==> config.mk <==
export PLATFORM = sky130hd
export DESIGN_NAME = vram_port_arbiter
export DESIGN_NICKNAME = d
export VERILOG_FILES = /design/src/rtl/vram_port_arbiter.sv
export SDC_FILE = /design/constraint.sdc
export NUM_CORES = 1
export LEC_CHECK = 0
export BUFFER_PORTS_ARGS = -buffer_cell sky130_fd_sc_hd__clkbuf_2
export CAP_MARGIN = 20
export CORE_AREA = 4 4 101 103
export DETAILED_ROUTE_END_ITERATION = 8
export DIE_AREA = 0 0 105 107
export PLACE_DENSITY = 0.85
export REMOVE_ABC_BUFFERS = 1
export SETUP_SLACK_MARGIN = 0.1
export SLEW_MARGIN = 20
export SYNTH_ARGS = -nofsm -noshare
export SYNTH_HDL_FRONTEND = slang
export SYNTH_SLANG_ARGS = --single-unit
export TNS_END_PERCENT = 10
==> constraint.sdc <==
create_clock -name clock -period 2.4 [get_ports clock]
set_input_delay 0.12 -clock clock [delete_from_list [all_inputs] [get_ports clock]]
set_output_delay 0.12 -clock clock [all_outputs]
set_load 0.005 [all_outputs]
==> src/rtl/vram_port_arbiter.sv <==
// vram_port_arbiter: shares one VRAM bank port among BG, OBJ and CPU with a CPU starvation guard; define VRAM_ARB_STATS_EN for the conflict counter
module vram_port_arbiter #(
  parameter int ADDR_W       = 17,
  parameter int READ_LAT     = 1,
  parameter int STARVE_LIMIT = 8
) (
  input  logic              clock,
  input  logic              rst_b,
  input  logic              bg_req,
  input  logic [ADDR_W-1:0] bg_addr,
  input  logic              obj_req,
  input  logic [ADDR_W-1:0] obj_addr,
  input  logic              cpu_req,
  input  logic              cpu_we,
  input  logic [ADDR_W-1:0] cpu_addr,
  input  logic [31:0]       cpu_wdata,
  output logic              bg_gnt,
  output logic              obj_gnt,
  output logic              cpu_gnt,
  output logic              bg_valid,
  output logic              obj_valid,
  output logic              cpu_valid,
  output logic [31:0]       rd_data,
  output logic [ADDR_W-1:0] mem_addr,
  output logic              mem_we,
  output logic [31:0]       mem_wdata,
  input  logic [31:0]       mem_rdata,
  output logic [15:0]       stat_conflicts
);
  localparam logic [1:0] ID_NONE = 2'd0;
  localparam logic [1:0] ID_BG   = 2'd1;
  localparam logic [1:0] ID_OBJ  = 2'd2;
  localparam logic [1:0] ID_CPU  = 2'd3;
  localparam logic [7:0] LIMIT   = 8'(STARVE_LIMIT);
  localparam int         TW      = 2 * (READ_LAT + 1);

  logic              force_cpu;
  logic [1:0]        win_id;
  logic [ADDR_W-1:0] win_addr;
  logic [1:0]        cap_id;
  logic [1:0]        end_id;
  logic [7:0]        starve_q, starve_d;
  logic [ADDR_W-1:0] mem_addr_q, mem_addr_d;
  logic              mem_we_q, mem_we_d;
  logic [31:0]       mem_wdata_q, mem_wdata_d;
  logic [TW-1:0]     tag_q, tag_d;
  logic [READ_LAT-1:0] wr_q, wr_d;
  logic [31:0]       rd_data_q, rd_data_d;

  // Arbitration: a starved CPU overrides, otherwise fixed priority bg > obj > cpu; nothing is granted in reset
  always_comb begin
    force_cpu = cpu_req && (starve_q == LIMIT);
    bg_gnt    = rst_b && bg_req && !force_cpu;
    obj_gnt   = rst_b && obj_req && !bg_req && !force_cpu;
    cpu_gnt   = rst_b && cpu_req && (force_cpu || (!bg_req && !obj_req));
    win_id    = bg_gnt ? ID_BG : obj_gnt ? ID_OBJ : cpu_gnt ? ID_CPU : ID_NONE;
    win_addr  = bg_gnt ? bg_addr : obj_gnt ? obj_addr : cpu_addr;
  end

  // Next state: bank port load, tag/write-flag shift, read data capture one stage before the response end
  always_comb begin
    starve_d    = (!cpu_req || cpu_gnt) ? 8'd0 : (starve_q == LIMIT) ? LIMIT : starve_q + 8'd1;
    mem_addr_d  = (win_id != ID_NONE) ? win_addr : mem_addr_q;
    mem_we_d    = cpu_gnt && cpu_we;
    mem_wdata_d = mem_we_d ? cpu_wdata : mem_wdata_q;
    tag_d       = TW'({tag_q, win_id});
    wr_d        = READ_LAT'({wr_q, mem_we_d});
    cap_id      = tag_q[TW-3 -: 2];
    end_id      = tag_q[TW-1 -: 2];
    rd_data_d   = (cap_id != ID_NONE && !wr_q[READ_LAT-1]) ? mem_rdata : rd_data_q;
  end

  // State registers; reset discards every in-flight tag
  always_ff @(posedge clock or negedge rst_b) begin
    if (!rst_b) begin
      starve_q    <= '0;
      mem_addr_q  <= '0;
      mem_we_q    <= 1'b0;
      mem_wdata_q <= '0;
      tag_q       <= '0;
      wr_q        <= '0;
      rd_data_q   <= '0;
    end else begin
      starve_q    <= starve_d;
      mem_addr_q  <= mem_addr_d;
      mem_we_q    <= mem_we_d;
      mem_wdata_q <= mem_wdata_d;
      tag_q       <= tag_d;
      wr_q        <= wr_d;
      rd_data_q   <= rd_data_d;
    end
  end

  assign mem_addr  = mem_addr_q;
  assign mem_we    = mem_we_q;
  assign mem_wdata = mem_wdata_q;
  assign rd_data   = rd_data_q;
  assign bg_valid  = end_id == ID_BG;
  assign obj_valid = end_id == ID_OBJ;
  assign cpu_valid = end_id == ID_CPU;

`ifdef VRAM_ARB_STATS_EN
  logic        conflict;
  logic [15:0] stat_q, stat_d;

  // Saturating count of cycles with two or more requesters pending
  always_comb begin
    conflict = (bg_req && obj_req) || (bg_req && cpu_req) || (obj_req && cpu_req);
    stat_d   = (conflict && stat_q != 16'hFFFF) ? stat_q + 16'd1 : stat_q;
  end

  // Conflict counter register, cleared only by reset
  always_ff @(posedge clock or negedge rst_b) begin
    if (!rst_b) stat_q <= '0;
    else        stat_q <= stat_d;
  end

  assign stat_conflicts = stat_q;
`else
  assign stat_conflicts = '0;
`endif
endmodule
==> Yosys cells after proc, flatten, opt, wreduce, memory -nomap -nowiden <==
Cells that the tools add are included.
{ "word_totals": {"out_inout_bits": 104, "reg_bits": 94} }
{ "classes": {"reduce_logical": 20, "eq_ne": 4, "mux": 7, "addsub": 1} }
{ "ops": {"columns": ["cell", "count"], "rows": [
  ["$mux W17", 2],
  ["$mux W8", 2],
  ["$logic_and A1 B1 Y1", 11],
  ["$add A8 B1 Y8 const B", 1],
  ["$eq A8 B4 Y1 const B", 1],
  ["$mux W2", 3],
  ["$logic_not A1 Y1", 5],
  ["$eq A2 B2 Y1 const B", 2],
  ["$reduce_bool A2 Y1", 2],
  ["$eq A2 B1 Y1 const B", 1],
  ["$logic_or A1 B1 Y1", 2]
]} }

==> Depth between registers and ports, before layout <==
Gate-level depths: netlist (run 1).
{ "depth": {"word_depth": 8, "ltp_mapped": 9, "ltp_nobuf": 8} }

==> Least setup slack after synthesis (run 1) <==
No wires, ideal clock.
{ "synth_timing": {"path_kind": "register to register", "startpoint": "register starve_q[0]", "endpoint": "register mem_wdata_q[10], in the netlist mem_wdata[10]", "path_buffers": 2, "t_arrival_ps": 1845, "setup_ps": 125, "period_less_slack_ps": 1970, "stages_incl_launch_ff": 9, "setup_slack_ps": 430, "t_required_ps": 2275, "cell_sequence": "dfrtp_1 inv_1 ha_1 nor4bb_1 buf_2 a21oi_2 nor2_4 buf_4 mux2_2"} }
{ "synth_via": {"elab_chain_cells": 5} }
{ "synth_lines": {"columns": ["item", "line_no", "rtl"], "rows": [
  ["start, declared", "42", "logic [7:0] starve_q, starve_d;"],
  ["start signal, assigned", "84", "starve_q <= starve_d;"],
  ["$eq A8 B4 Y1", "52", "force_cpu = cpu_req && (starve_q == LIMIT);"],
  ["$logic_and A1 B1 Y1", "52", null],
  ["$logic_or A1 B1 Y1", "55", "cpu_gnt = rst_b && cpu_req && (force_cpu || (!bg_req && !obj_req));"],
  ["$logic_and A1 B1 Y1", "55", null],
  ["$logic_and A1 B1 Y1", "64", "mem_we_d = cpu_gnt && cpu_we;"],
  ["end signal, assigned", "87", "mem_wdata_q <= mem_wdata_d;"],
  ["end, declared", "45", "logic [31:0] mem_wdata_q, mem_wdata_d;"]
]} }
Every way passes these cells.
A chain may end at the register's enable or synchronous reset.

==> Worst setup path in the final report (run 1) <==
{ "layout_timing": {"startpoint": "register starve_q[0]", "endpoint": "output cpu_gnt"} }
{ "layout_via": {"elab_chain_cells": 4} }
{ "layout_lines": {"columns": ["item", "line_no", "rtl"], "rows": [
  ["$eq A8 B4 Y1", "52", null],
  ["$logic_and A1 B1 Y1", "52", null],
  ["$logic_or A1 B1 Y1", "55", null],
  ["$logic_and A1 B1 Y1", "55", null],
  ["end, declared", "19", "output logic cpu_gnt,"]
]} }
Every way passes these cells.

==> results of run 1 <==
-- area by class of cell --
class	instances	area (um2)
multi-input combinational	206	1630
clock buffer	9	124
inverter	5	21.3
sequential	94	2350
timing repair buffer	278	1740
tap	111	139
clock inverter	7	62.6
fill	661	3130
-- state kept, by name, summed over array words and instances, names as in the netlist --
name	flops
mem_wdata	32
rd_data	32
mem_addr	17
starve_q	8
tag_q	4
wr_q	1
-- worst max-delay path: cells and delay by family, from the launching register on --
family | cells | cell delay, ns
AND/OR/NAND/NOR | 2 | 0.40
adder cells (fa/ha/maj) | 1 | 0.20
flip-flops | 1 | 0.43
buffers and inverters | 3 | 0.23
AO/OA/AOI/OAI | 1 | 0.47
-- metrics by stage --
| stage | std cells | TNS [ns] | hold slack [ns] |
|---|---|---|---|
| 2_1_floorplan | 305 | -15.03 | -0.176 |
| 6_report | 710 | 0 | 0.0101 |
| 5_1_grt | 710 | 0 | 0.00435 |
| 3_5_place_dp | 631 | 0 | 0.0223 |
| 4_1_cts | 707 | 0 | 0.00108 |
| 3_3_place_gp | 631 | 0 | 0.0129 |
-- synthesized netlist by cell type, types with 2 or more instances --
master    count
xnor2_1       2
nand3_1       6
nor2b_1       3
o21ai_1       2
inv_1         4
a222oi_1      9
xor2_1        4
buf_4        19
nand2_1      21
a21oi_1       9
o22a_1        8
mux2_2       64
nor2_1       16
buf_2         4
mux2i_1       9
ha_1          2
dfrtp_1      94
clkbuf_1      6
and3_1        4
o21ai_0      15
and2_1        2
-- cells by family after synthesis --
kind of cell / synth area share
AO/OA/AOI/OAI: 0.0849
other: 0.000912
multiplexers: 0.197
adder cells (fa/ha/maj): 0.00609
AND/OR/NAND/NOR: 0.0755
XOR/XNOR: 0.0128
buffers and inverters: 0.0502
flip-flops: 0.572
-- worst min path at each step --
stage | from | end
2_1_floorplan | rst_b | mem_addr[0]
3_3_place_gp | rst_b | tag_q[0]
3_5_place_dp | rst_b | tag_q[1]
4_1_cts | cpu_addr[11] | mem_addr[11]
5_1_grt | mem_rdata[20] | rd_data[20]
6_report | cpu_addr[11] | mem_addr[11]
-- routing by layer --
metal,part of all wire,GRT usage
met1,0.37,0.237
met4,0.023,0.0694
met5,0,0
met2,0.53,0.375
met3,0.073,0.0554
-- repair_timing --
| item | CTS | global route |
|---|---|---|
| endpoints found under the setup margin | 0 | 43 |
| endpoints found under the hold margin | 71 | 3 |
| resized for setup | 0 | 2 |
| hold buffers | 60 | 3 |
-- where the power goes --
group | switching [mW] | internal, mW | leakage (nW)
registers | 0.143 | 1.84 | 1.15
clock network | 0.606 | 0.403 | 0.0984
logic | 0.388 | 0.532 | 1.87
==> out/metrics.yaml, run 1 <==
finish:
  antenna_cells: 0
  drive_gt1_frac: 0.509
  nets: 717
  final_common_cell: "clkbuf_2"
  design_area_um2: 6070
  layout_common_cells: "clkbuf_2 (207), dfrtp_1 (94), mux2_2 (64)"
  final_core_util: 0.660
  area_growth_pct: 47.7
worst_setup_path:
  worstPathRequired_ns: 2.28
  critPathSlowestCell: "a21oi_2"
  r2r_cells: 9
  ff2ff_setup_slack_ns: 0.21
  r2r_start: "starve_q[0]"
  cpPeakStageDelay_ns: 0.47
  cp_max_fo: 10
  crit_type: "reg2out"
  arrival_ns: 2.08
  setup.worst_path.start: "starve_q[0]"
  crit_end: "cpu_gnt"
  regToRegEndpoint: "mem_addr[5]"
  end_kind: "primary output"
  crit_top_cell: "inv_1"
  crit_chain: "inv_1, ha_1, nor4bb_4, a21oi_2, nand2b_1, inv_1, clkbuf_2"
  critPathLaunchType: "flip-flop"
placement:
  post-place-ws_ns: 0.153
  place.gp.congestion: 0.827
  placedInstanceArea_um2: 5240
  dp.final_hpwl_um: 8240
  port_buffers: 208
floorplanning:
  die_w_um: 105
  die_h_um: 107
  design.core.area_um2: 9200
  row_count: 35
  io_pins: 225
  start_util: 0.447
  die-area_um2: 11200
global_route:
  grt_max_degree: 59
  grt_pass1_wl_um: 18800
  first_global_vias: 3764
  antenna_found_initial: 0
  grt-ovfl-total: 0
  globalRouteTotalUtil: 0.207
drt:
  vias: 3575
  ant_nets: 0
  vias_per_cell: 5.04
  drc: 0
  drt_wl_total_um: 11800
  drtIter0Drc: 193
  drtPass1Iterations: 5
  routedWlPerCell_um: 16.7
clocking:
  root_buffer: "clkbuf_8"
  cts_tree: "done"
  htree_levels: 3
  clkTransAtPathRegs_ns: 0.11
  clk_latency_ns: 0.35
  clockBufferDepth: 2
  numClockSinks: 94
  post_cts_buffers: 0
  cts-buffers-inserted: 9
yosys:
  yosysTopAreaCellShare: 0.572
  yosys.area.top_type: "dfrtp_1"
  ys_ff_latch: 94
  synth_ff_type: "dfrtp_1"
  synth_seq_area_share: 0.572
  synthTopCellsByArea: "dfrtp_1 (57%), mux2_2 (18%), buf_4 (3.5%), a222oi_1 (2.2%), mux2i_1 (2.2%)"
  synth_edf_count: 0
  avgSynthCellArea_um2: 12.9
  syn_inst: 319
  yosysWarningCount: 0
  yosys.cell_types.count: 37
  async_reset_ff_frac: 1.00
  syn-cell-area_um2: 4110
power_and_ir_drop:
  power_density_nw_per_um2: 645
  max-vdd-ir-drop_mv: 0.417
  p_leak_nw: 3.11
  finalPower_mw: 3.91
timing:
  hold_viol_final: 0
  worst_slack_ns: 0.201
  post-route-period-util: 0.916
  slew_viol_final: 0
  fin_skew_ns: 0.0122
  max_freq_ghz: 0.455
  rsz0062_at_grt: "true"
  min_period_ns: 2.20
  max-slew-margin-rel: 0.516
  finalSetupViolations: 0
  worst_pin_slew_ns: 0.725
worst_hold_path:
  hold_class: "in2reg"
  worstHoldPathCells: 3
flow_run:
  maxCapViolCount: 0
outcome:
  outcome: "complete, no violations"
Note: power is estimated with default switching activity, not from simulation.
==> run 2: changes to the inputs <==
Settings changed: ABC_AREA from default to 1, CORE_AREA 4 4 101 103 to 4 4 110 112, DIE_AREA 0 0 105 107 to 0 0 114 116, PLACE_DENSITY 0.85 to 0.77.
==> out/metrics.yaml, run 2 <==
finish:
  antenna_cells: 0  # unchanged
  regArea_um2: 2350  # unchanged
  fillers: 1027  # +55%
  multi_input_area_um2: 1640  # +0.23%
  drive_gt1_frac: 0.384  # -0.125
  instances_no_fill: 875  # +23%
  final_common_cell: "clkbuf_2"
  layout_common_cells: "clkbuf_2 (207), nand2_1 (200), dfrtp_1 (94)"
  area_growth_pct: 39.6
  nets: 850  # +19%
yosys:
  synthTopCellsByArea: "dfrtp_1 (54%), nand2_1 (17%), mux2_2 (8.3%), inv_1 (4.6%), nand3_1 (4.1%)"
  yosys.area_share.simple: 0.252  # +0.176
  synth_top_family_by_area: "simple AND/OR/NAND/NOR gates"
  synthXorXnorAreaFrac: 0.0100  # -0.00275
  yosysMostFrequentCell: "nand2_1"
  yosys.cell_types.count: 28  # -24%
  synth.area.mux_share: 0.0825  # -0.115
  yosysTopAreaCellShare: 0.539  # -0.0335
  ys_ff_latch: 94  # unchanged
  synth_common_cells: "nand2_1 (200), dfrtp_1 (94), inv_1 (53)"
  avgSynthCellArea_um2: 8.98  # -30%
  syn_inst: 486  # +52%
  async_reset_ff_frac: 1.00  # unchanged
  post_synth_fa_ha_maj_area_fraction: 0.00573  # -0.000356
  syn-cell-area_um2: 4370  # +6.2%
  yosysWarningCount: 0  # unchanged
  synth-compound-area-share: 0.00974  # -0.0752
  synth_ff_type: "dfrtp_1"
  synth_edf_count: 0  # unchanged
  yosys.area.top_type: "dfrtp_1"
  synth_seq_area_share: 0.539  # -0.0335
floorplanning:
  die_h_um: 116  # +8.4%
  row_count: 39  # +11%
  io_pins: 225  # unchanged
  start_util: 0.389  # -0.0580
  design.core.area_um2: 11200  # +22%
  die-area_um2: 13200  # +18%
  die_w_um: 114  # +8.6%
worst_setup_path:
  cpPeakStageDelay_ns: 0.42  # -0.05 ns
  cp_max_fo: 19  # +9
  r2r_start: "starve_q[0]"
  arrival_ns: 2.03  # -0.05 ns
  critPathSlowestCell: "dfrtp_1"
  crit_chain: "inv_1, ha_1, nand2_1, nor2_4, nand4_4, nand2_4, inv_2, clkbuf_2"
  cp_top_family: "simple AND/OR/NAND/NOR gates"
  regToRegEndpoint: "mem_addr[12]"
  worstPathRequired_ns: 2.28  # about the same
  critPathBufInv: 3  # unchanged
  end_kind: "primary output"
  critPathLaunchType: "flip-flop"
  r2r_cells: 9  # unchanged
  ff2ff_setup_slack_ns: 0.49  # +0.28 ns
  crit_type: "reg2out"
flow_run:
  maxCapViolCount: 0  # unchanged
worst_hold_path:
  worstHoldPathCells: 3  # unchanged
  min_to: "mem_wdata[7]"
  worstHoldStart: "cpu_wdata[7]"
  hold_class: "in2reg"
clocking:
  post_cts_buffers: 0  # unchanged
  cts-buffers-inserted: 9  # unchanged
  htree_levels: 3  # unchanged
  clk_latency_ns: 0.33  # -0.02 ns
  cts_tree: "done"
  root_buffer: "clkbuf_16"
  numClockSinks: 94  # unchanged
  post_cts_resized: 0  # unchanged
  clkTransAtPathRegs_ns: 0.06  # -0.05 ns
  clockBufferDepth: 2  # unchanged
timing:
  fin_setup_tns_ns: 0  # unchanged
  max_freq_ghz: 0.465  # +2.4%
  post-route-period-util: 0.895  # -0.0211
  finalSetupViolations: 0  # unchanged
  fin_skew_ns: 0.00861  # -0.00362 ns
  worst_pin_slew_ns: 0.681  # -0.0440 ns
  max-slew-margin-rel: 0.546  # +0.0294
  rsz0062_at_grt: "true"
  min_period_ns: 2.15  # -0.0506 ns
  hold_viol_final: 0  # unchanged
  slew_viol_final: 0  # unchanged
placement:
  dp.cells: 828  # +31%
  port_buffers: 208  # unchanged
  dp.final_hpwl_um: 8370  # +1.6%
  place.gp.congestion: 0.803  # -2.9%
power_and_ir_drop:
  p_leak_nw: 3.52  # +13%
  p_seq_frac: 0.458  # -0.049
  swShare: 0.268  # -0.0224
  max-vdd-ir-drop_mv: 0.437  # +4.7%
  clkPwrFrac: 0.339  # +0.081
  internal_power_mw: 3.17  # +14%
  power_density_nw_per_um2: 711  # +10%
  finalPower_mw: 4.33  # +11%
  power_frac_comb: 0.203  # -0.032
  switching_power_mw: 1.16  # +2.2%
drt:
  drt_wl_total_um: 11400  # -3.7%
  routedWlPerCell_um: 13.0  # -22%
  vias: 3877  # +8.4%
  drc: 0  # unchanged
  drtIter0Drc: 256  # +33%
  vias_per_cell: 4.43  # -12%
  drtPass1Iterations: 4  # -1
  ant_nets: 0  # unchanged
global_route:
  grt_max_degree: 57  # -3.4%
  antenna_found_initial: 0  # unchanged
  grt-ovfl-total: 0  # unchanged
  first_global_vias: 3809  # +1.2%
  grt_pass1_wl_um: 18000  # -4.3%
  globalRouteTotalUtil: 0.168  # -0.0392
outcome:
  outcome: "complete, no violations"
run 2: cell types whose count changed after synthesis, sizes merged, moves of 9 or more:
cell | before | now
a21oi | 10 | 1
a222oi | 9 | 0
inv | 5 | 58
mux2 | 64 | 32
mux2i | 9 | 0
nand2 | 22 | 204
nand3 | 7 | 39
o21ai | 17 | 1
run 2: worst register-to-register path, delay by kind of cell (launching register included):
kind          cells  cell delay (ns)
fa+ha+maj         1             0.14
simple gates      7             1.17
flops             1             0.42
buf+inv           1             0.07
run 2: what timing repair did:
item	in CTS	in global routing
setup endpoints to repair	0	2
hold buffers	31	0
endpoints found under the hold margin	68	0
run 2: worst max path at each step:
stage,end,slack (ns),cells past startpoint,startpoint
floorplan,rd_data[0],-0.04,2,tag_q[1]
global placement,mem_addr[16],0.48,9,starve_q[0]
detailed placement,mem_addr[16],0.48,9,starve_q[0]
CTS,obj_gnt,0.23,8,starve_q[0]
global route,obj_gnt,0.06,8,starve_q[0]
finish,obj_gnt,0.25,8,starve_q[0]
run 2: area by class of cell:
type / count / share of cell area
multi-input cells: 319 / 0.268
flip-flops and latches: 94 / 0.386
repair buffers: 243 / 0.227
clock inverters: 5 / 0.0105
clock buffers: 11 / 0.0415
well taps: 143 / 0.0294
inverters: 60 / 0.0372
run 2: logic make-up after synthesis:
kind of cell,count (synthesis)
AO/OA/AOI/OAI,4
other,1
flip-flops,94
adder cells (fa/ha/maj),2
buffers and inverters,88
AND/OR/NAND/NOR,260
XOR/XNOR,5
multiplexers,32
run 2: through the flow:
stage	worst slack, ns	hold WS [ns]	util	instance area, um2
after floorplan	-0.0431	-0.176	-	4210
after CTS	0.228	0.00228	0.543	6090
after detailed placement	0.482	-0.0485	0.487	5470
after global routing	0.0606	0.0113	0.543	6090
final	0.251	0.0184	0.543	6090
after global placement	0.484	-0.0502	0.487	5470
run 2: power by group through the flow:
stage | Clock [mW] | Sequential, mW | Combinational [mW]
detailed placement | 0 | 2.01 | 0.850
CTS | 1.51 | 1.98 | 0.891
finish | 1.47 | 1.98 | 0.878
global placement | 0 | 2.00 | 0.827
global route | 1.58 | 2.01 | 0.998
floorplan | 0 | 2.02 | 0.344
run 2: routing by layer:
metal | wire length (um) | part of all wire | global-route usage
met4 | 204 | 0.018 | 0.0602
met2 | 5500 | 0.48 | 0.283
met1 | 4810 | 0.42 | 0.214
met3 | 878 | 0.077 | 0.0371
met5 | 0 | 0 | 0
